<file path="src/rtl/pfcop_host_ctrl.sv">
// pfcop_host_ctrl: takes one (op, a, b, p) request and runs it on PFCOP over the 16-bit load, op-enable and readout ports.
// Latency: 48 load cycles (32 on a p-cache hit), 1 GO cycle, ready-dependent WAIT, 16+RD_LAT READ cycles, then a 1-cycle done.
// Backpressure: busy blocks new requests, and a start seen while busy is dropped; WAIT gives up after TIMEOUT_CYC cycles with err=1.
// Ports: start/op/op_a/op_b/op_p in; busy/done/err/result out; cop_* connect to PFCOP.
// Optional feature: define PFCOP_HOST_PCACHE_EN to skip the p load when op_p matches the last p that was fully loaded.
module pfcop_host_ctrl #(
  parameter int RD_LAT      = 1,
  parameter int TIMEOUT_CYC = 4096
) (
  input  logic         clk,
  input  logic         rst,
  input  logic         start,
  input  logic [2:0]   op,
  input  logic [255:0] op_a,
  input  logic [255:0] op_b,
  input  logic [255:0] op_p,
  output logic         busy,
  output logic         done,
  output logic         err,
  output logic [255:0] result,
  output logic         cop_load_en,
  output logic [3:0]   cop_load_addr,
  output logic [15:0]  cop_datain,
  output logic         cop_madd_en,
  output logic         cop_msub_en,
  output logic         cop_mmul_en,
  output logic         cop_minv_mdiv_en,
  output logic         cop_minv_mdiv,
  output logic         cop_out_en,
  output logic [1:0]   cop_out_addr,
  input  logic [15:0]  cop_dataout,
  input  logic         cop_madd_msub_rdy,
  input  logic         cop_mmul_rdy,
  input  logic         cop_minv_mdiv_rdy
);
  localparam int RD_CYC = 16 + RD_LAT;
  localparam int RW     = $clog2(RD_CYC + 1);
  localparam int TW     = $clog2(TIMEOUT_CYC + 1);

  localparam logic [2:0] OP_MADD = 3'd0;
  localparam logic [2:0] OP_MSUB = 3'd1;
  localparam logic [2:0] OP_MMUL = 3'd2;
  localparam logic [2:0] OP_MINV = 3'd3;
  localparam logic [2:0] OP_MDIV = 3'd4;

  typedef enum logic [2:0] {S_IDLE, S_LOAD, S_GO, S_WAIT, S_READ, S_DONE} state_t;
  state_t state, state_nxt;

  logic [2:0]    op_q;
  logic [255:0]  a_q, b_q, p_q;
  logic [5:0]    ld_cnt;
  logic [RW-1:0] rd_cnt;
  logic [TW-1:0] to_cnt;
  logic          rdy_q, err_q;
  logic          op_legal, rdy_sel, rdy_rise, load_last, timeout, rd_last, rd_capture;
  logic [3:0]    ld_word, rd_word;

  assign op_legal   = (op <= OP_MDIV);
  assign ld_word    = ld_cnt[3:0];
  assign rd_word    = 4'(rd_cnt - RW'(RD_LAT));
  assign rd_capture = (rd_cnt >= RW'(RD_LAT));
  assign rd_last    = (rd_cnt == RW'(RD_CYC - 1));
  // to_cnt is 1 in the first WAIT cycle, so done lands exactly TIMEOUT_CYC cycles after GO.
  assign timeout    = (to_cnt == TW'(TIMEOUT_CYC - 1));
  // Rising edge only: a ready still high from the previous op must not complete this one.
  assign rdy_rise   = rdy_sel && !rdy_q;
  assign cop_out_addr = 2'b00;

`ifdef PFCOP_HOST_PCACHE_EN
  logic [255:0] p_cache;
  logic         p_cache_vld;
  logic         skip_p;
  assign load_last = skip_p ? (ld_cnt == 6'd31) : (ld_cnt == 6'd47);
`else
  assign load_last = (ld_cnt == 6'd47);
`endif

  always_comb begin
    case (op_q)
      OP_MADD, OP_MSUB: rdy_sel = cop_madd_msub_rdy;
      OP_MMUL:          rdy_sel = cop_mmul_rdy;
      default:          rdy_sel = cop_minv_mdiv_rdy;
    endcase
  end

  always_comb begin
    state_nxt        = state;
    busy             = 1'b0;
    done             = 1'b0;
    err              = 1'b0;
    cop_load_en      = 1'b0;
    cop_load_addr    = 4'd0;
    cop_datain       = 16'd0;
    cop_madd_en      = 1'b0;
    cop_msub_en      = 1'b0;
    cop_mmul_en      = 1'b0;
    cop_minv_mdiv_en = 1'b0;
    cop_minv_mdiv    = 1'b0;
    cop_out_en       = 1'b0;
    case (state)
      S_IDLE, S_DONE: begin
        if (state == S_DONE) begin
          done = 1'b1;
          err  = err_q;
        end
        // An illegal op takes the DONE state directly: err pulse, no PFCOP traffic.
        if (start) state_nxt = op_legal ? S_LOAD : S_DONE;
        else       state_nxt = S_IDLE;
      end
      S_LOAD: begin
        busy          = 1'b1;
        cop_load_en   = 1'b1;
        cop_load_addr = {2'b00, ld_cnt[5:4]};
        case (ld_cnt[5:4])
          2'd0:    cop_datain = a_q[{ld_word, 4'b0000} +: 16];
          2'd1:    cop_datain = b_q[{ld_word, 4'b0000} +: 16];
          default: cop_datain = p_q[{ld_word, 4'b0000} +: 16];
        endcase
        if (load_last) state_nxt = S_GO;
      end
      S_GO: begin
        busy             = 1'b1;
        cop_madd_en      = (op_q == OP_MADD);
        cop_msub_en      = (op_q == OP_MSUB);
        cop_mmul_en      = (op_q == OP_MMUL);
        cop_minv_mdiv_en = (op_q == OP_MINV) || (op_q == OP_MDIV);
        cop_minv_mdiv    = (op_q == OP_MDIV);
        state_nxt        = S_WAIT;
      end
      S_WAIT: begin
        busy          = 1'b1;
        cop_minv_mdiv = (op_q == OP_MDIV);
        if (rdy_rise)     state_nxt = S_READ;
        else if (timeout) state_nxt = S_DONE;
      end
      S_READ: begin
        busy       = 1'b1;
        cop_out_en = 1'b1;
        if (rd_last) state_nxt = S_DONE;
      end
      default: state_nxt = S_IDLE;
    endcase
  end

  always_ff @(posedge clk) begin
    if (rst) begin
      state  <= S_IDLE;
      op_q   <= 3'd0;
      a_q    <= '0;
      b_q    <= '0;
      p_q    <= '0;
      ld_cnt <= '0;
      rd_cnt <= '0;
      to_cnt <= '0;
      rdy_q  <= 1'b0;
      err_q  <= 1'b0;
      result <= '0;
`ifdef PFCOP_HOST_PCACHE_EN
      p_cache     <= '0;
      p_cache_vld <= 1'b0;
      skip_p      <= 1'b0;
`endif
    end else begin
      state <= state_nxt;
      rdy_q <= rdy_sel;
      case (state)
        S_IDLE, S_DONE: begin
          if (start) begin
            err_q <= ~op_legal;
            if (op_legal) begin
              op_q   <= op;
              a_q    <= op_a;
              b_q    <= op_b;
              p_q    <= op_p;
              ld_cnt <= '0;
              result <= '0;
`ifdef PFCOP_HOST_PCACHE_EN
              skip_p <= p_cache_vld && (op_p == p_cache);
`endif
            end
          end
        end
        S_LOAD: begin
          ld_cnt <= ld_cnt + 6'd1;
`ifdef PFCOP_HOST_PCACHE_EN
          // The cache becomes valid only once the last p word has actually gone out.
          if (ld_cnt == 6'd47) begin
            p_cache     <= p_q;
            p_cache_vld <= 1'b1;
          end
`endif
        end
        S_GO: to_cnt <= TW'(1);
        S_WAIT: begin
          to_cnt <= to_cnt + TW'(1);
          rd_cnt <= '0;
          if (!rdy_rise && timeout) begin
            err_q  <= 1'b1;
            result <= '0;
`ifdef PFCOP_HOST_PCACHE_EN
            // After a timeout PFCOP's p register can no longer be trusted.
            p_cache_vld <= 1'b0;
`endif
          end
        end
        S_READ: begin
          rd_cnt <= rd_cnt + RW'(1);
          if (rd_capture) result[{rd_word, 4'b0000} +: 16] <= cop_dataout;
        end
        default: ;
      endcase
    end
  end

endmodule

</file>
<file path="config.mk">
export PLATFORM = sky130hd
export DESIGN_NAME = pfcop_host_ctrl
export DESIGN_NICKNAME = d
export VERILOG_FILES = /design/src/rtl/pfcop_host_ctrl.sv
export SDC_FILE = /design/constraint.sdc
export NUM_CORES = 2
export LEC_CHECK = 0
export CAP_MARGIN = 10
export CORE_AREA = 10 10 419 421
export CTS_CLUSTER_SIZE = 40
export DETAILED_ROUTE_END_ITERATION = 10
export DIE_AREA = 0 0 429 431
export SLEW_MARGIN = 20
export SYNTH_ARGS = -nofsm -noshare
export SYNTH_HDL_FRONTEND = slang
export SYNTH_SLANG_ARGS = --single-unit
</file>
<file path="constraint.sdc">
create_clock -name clk -period 4.2 [get_ports clk]
set_input_delay 0.63 -clock clk [delete_from_list [all_inputs] [get_ports clk]]
set_output_delay 0.63 -clock clk [all_outputs]
set_load 0.01 [all_outputs]
</file>
==> flow_summary_export.csv <==
group,metric,value,unit
status,status,"complete, no violations",
job,timing.max_cap.violations,0,
place,port_buffers,1076,
synthesis,yosysSeqAreaShare,48.9,%
synthesis,synth_area,43200,µm²
cells_and_area,nets,6756,
detailed_routing,finalWirelength,229,mm
timing,fmax,241,MHz
critical_path,crit_arrival,3520,ps
global_route,grt_overflow_total,0,
cts,clk_latency,780,ps
floorplan,dieArea,185000,µm²
critical_path,critPathMaxFanout,24,
detailed_routing,drt-wirelength-per-cell,27.6,µm
synthesis,yosysUniqueCellTypes,78,
global_route,grt_pass1_wl,313,mm
floorplan,ios,1081,
cts,cts_tree,"yes",
critical_path,startpoint_type,"flop",
synthesis,synthXorXnorAreaFrac,0.385,%
synthesis,synth_compound_area_share,18.4,%
timing,finalClockSkew,92.2,ps
timing,period_minus_slack,4150,ps
pwr,fin_total_pwr,31700,µW
timing,slew_headroom,19.1,%
synthesis,syn_inst,5011,
floorplan,dieHeight,431,µm
detailed_routing,drc,0,
critical_path,cp.required,3570,ps
cells_and_area,multi_input_area,20300,µm²
cells_and_area,design_area,61300,µm²
pwr,peakVddDrop,397,µV
detailed_routing,ant_nets,0,
detailed_routing,drt-initial-drc-count,4329,
worst_hold_path,min_path_type,"in -> reg",
critical_path,endpoint_kind,"output pin",
timing,drv_slew,0,
cts,htree_levels,3,
detailed_routing,vias,42100,
synthesis,yosys.area_share.simple,17.0,%
cells_and_area,seqCellArea,21200,µm²
floorplan,core.rowCount,150,
place,dp_hpwl,180,mm
cts,root_buffer,"clkbuf_16",
global_route,grt.total_usage,23.3,%
synthesis,yosysMostFrequentCell,"nand2_1",
place,gp_congestion,0.940,
floorplan,die_x,429,µm
cts,clkTransAtPathRegs,60,ps
synthesis,synth_area_leader_cell,"dfxtp_1",
critical_path,crit_type,"reg -> out",
timing,rsz0062_at_grt,"no",
synthesis,synth_top_family_by_area,"compound AO/OA/AOI/OAI gates",
cts,ctsHoldBuffers,0,
pwr,powerDensity,517,nW/µm²
cts,cts_buffers,116,
timing,finalCritPeriodShare,98.9,%
global_route,antenna_found_initial,73,
place,pre_cts_slack,239,ps
synthesis,synth_mux_area_share,10.2,%
cells_and_area,fill_cells,16900,
synthesis,async_reset_ff_share,0,%
synthesis,synth_enable_flop_cells,0,
place,placed_area,56300,µm²
cells_and_area,layout-drive-gt1-share,10.7,%
synthesis,yosysTopAreaCellShare,48.9,%
synthesis,syn_avg_cell_area,8.62,µm²
pwr,p_leak,0.0211,µW
synthesis,synthTopCellsByCount,"nand2_1, dfxtp_1, a21oi_1",
cts,clockBufferDepth,3,
floorplan,start_util,25.9,%
synthesis,synth_fa_ha_area_share,0.261,%
timing,worst_slack,45.8,ps
timing,setup_viol,0,
synthesis,ys_warn_count,0,
detailed_routing,vias_per_cell,5.07,
timing,tightest_slew,1210,ps
timing,finalHoldViolations,0,
global_route,grt_pass1_vias,40500,
global_route,grt_start_max_net_pins,214,
synthesis,synth_ff_type,"dfxtp_1",
cells_and_area,area_growth,41.8,%
synthesis,ys_top_cells_by_area,"dfxtp_1, nand2_1, a21oi_1",
synthesis,ys_ff_latch,1056,
floorplan,core,167000,µm²
detailed_routing,drt-pass1-iter-count,8,
cts,cts_sinks,1056,
flip-flops by register name (all words and copies together), names as in the netlist:
signal	flops
state	3
rd_cnt	5
a_q	256
ld_cnt	6
rdy_q	1
op_q	3
to_cnt	13
err_q	1
p_q	256
b_q	256
result	256
report_power, final:
part | internal, µW | total (µW) | leakage [µW] | switching (µW)
registers | 11200 | 12100 | 0.00859 | 882
logic | 3200 | 8590 | 0.0105 | 5390
clock network | 6400 | 11000 | 0.00201 | 4640
per-stage QoR:
stage | cells | util (%) | hold slack (ps) | TNS [ps]
after floorplan | 5014 | - | 432 | 0
after global placement | 8016 | 33.8 | 440 | 0
after detailed placement | 8016 | 33.8 | 444 | 0
after CTS | 8254 | 36.6 | 313 | -44.1
after global routing | 8297 | 36.7 | 378 | 0
final | 8304 | 36.8 | 384 | 0
cell families after synthesis:
logic type,Yosys count
and+or+nand+nor,1862
AOI/OAI and AO/OA,1344
DFF,1056
buffers and inverters,447
muxes,273
xor gates and xnor gates,19
adders and majority gates,9
other,1
critical path: stages, from the launching register on:
cell and delay [ps]:
dfxtp_4 360, buf_4 140, buf_12 120, buf_4 150, bufbuf_16 320, mux4_2 240, nand2_1 50, a21oi_1 220
a21oi_1 70, o2111a_1 330, a41oi_2 350, dlygate4sd2_1 390
per-layer routing:
metal / part of all wire [%] / global-route usage [%]
met2: 50 / 40.4
met1: 37 / 26.4
met4: 6.4 / 14.3
met3: 6.4 / 4.43
met5: 0.058 / 0
worst paths after layout:
check | from | end | slack (ps) | cells past startpoint
max | ld_cnt[4] | cop_datain[12] | 50 | 11
min | rst | rd_cnt[3] | 380 | 2
max reg2reg | rd_cnt[0] | result[217] | 590 | 8
min reg2reg | b_q[146] | b_q[146] | 450 | 2
repair_timing:
| action | 4_1_cts | 5_1_grt |
|---|---|---|
| gates cloned | 3 | 1 |
| endpoints found under the hold margin | 0 | 0 |
| pin swaps | 2 | 2 |
| gates resized for setup | 68 | 15 |
| setup endpoints to repair | 16 | 6 |
| setup buffers | 18 | 2 |
cell usage in the layout (no fill, tap or decap), drive strengths merged, types with 83 or more instances in the layout:
cell and count:
nand2 1658, clkdlybuf4s50 1059, dfxtp 1056, a21oi 910
a22o 176, buf 174, clkbuf 158, mux4 131
o21ai 121, mux2i 99, nor2 83
cell type report:
cell class                 count  share of cell area [%]
sequential                  1056                    34.5
timing repair buffer        1253                    20.7
clock buffer                 157                    5.28
tap                         2204                    4.50
inverter                      16                   0.106
antenna                       47                   0.192
clock inverter                60                    1.47
multi-input combinational   3511                    33.2
Power figures use the tool's default switching activity.
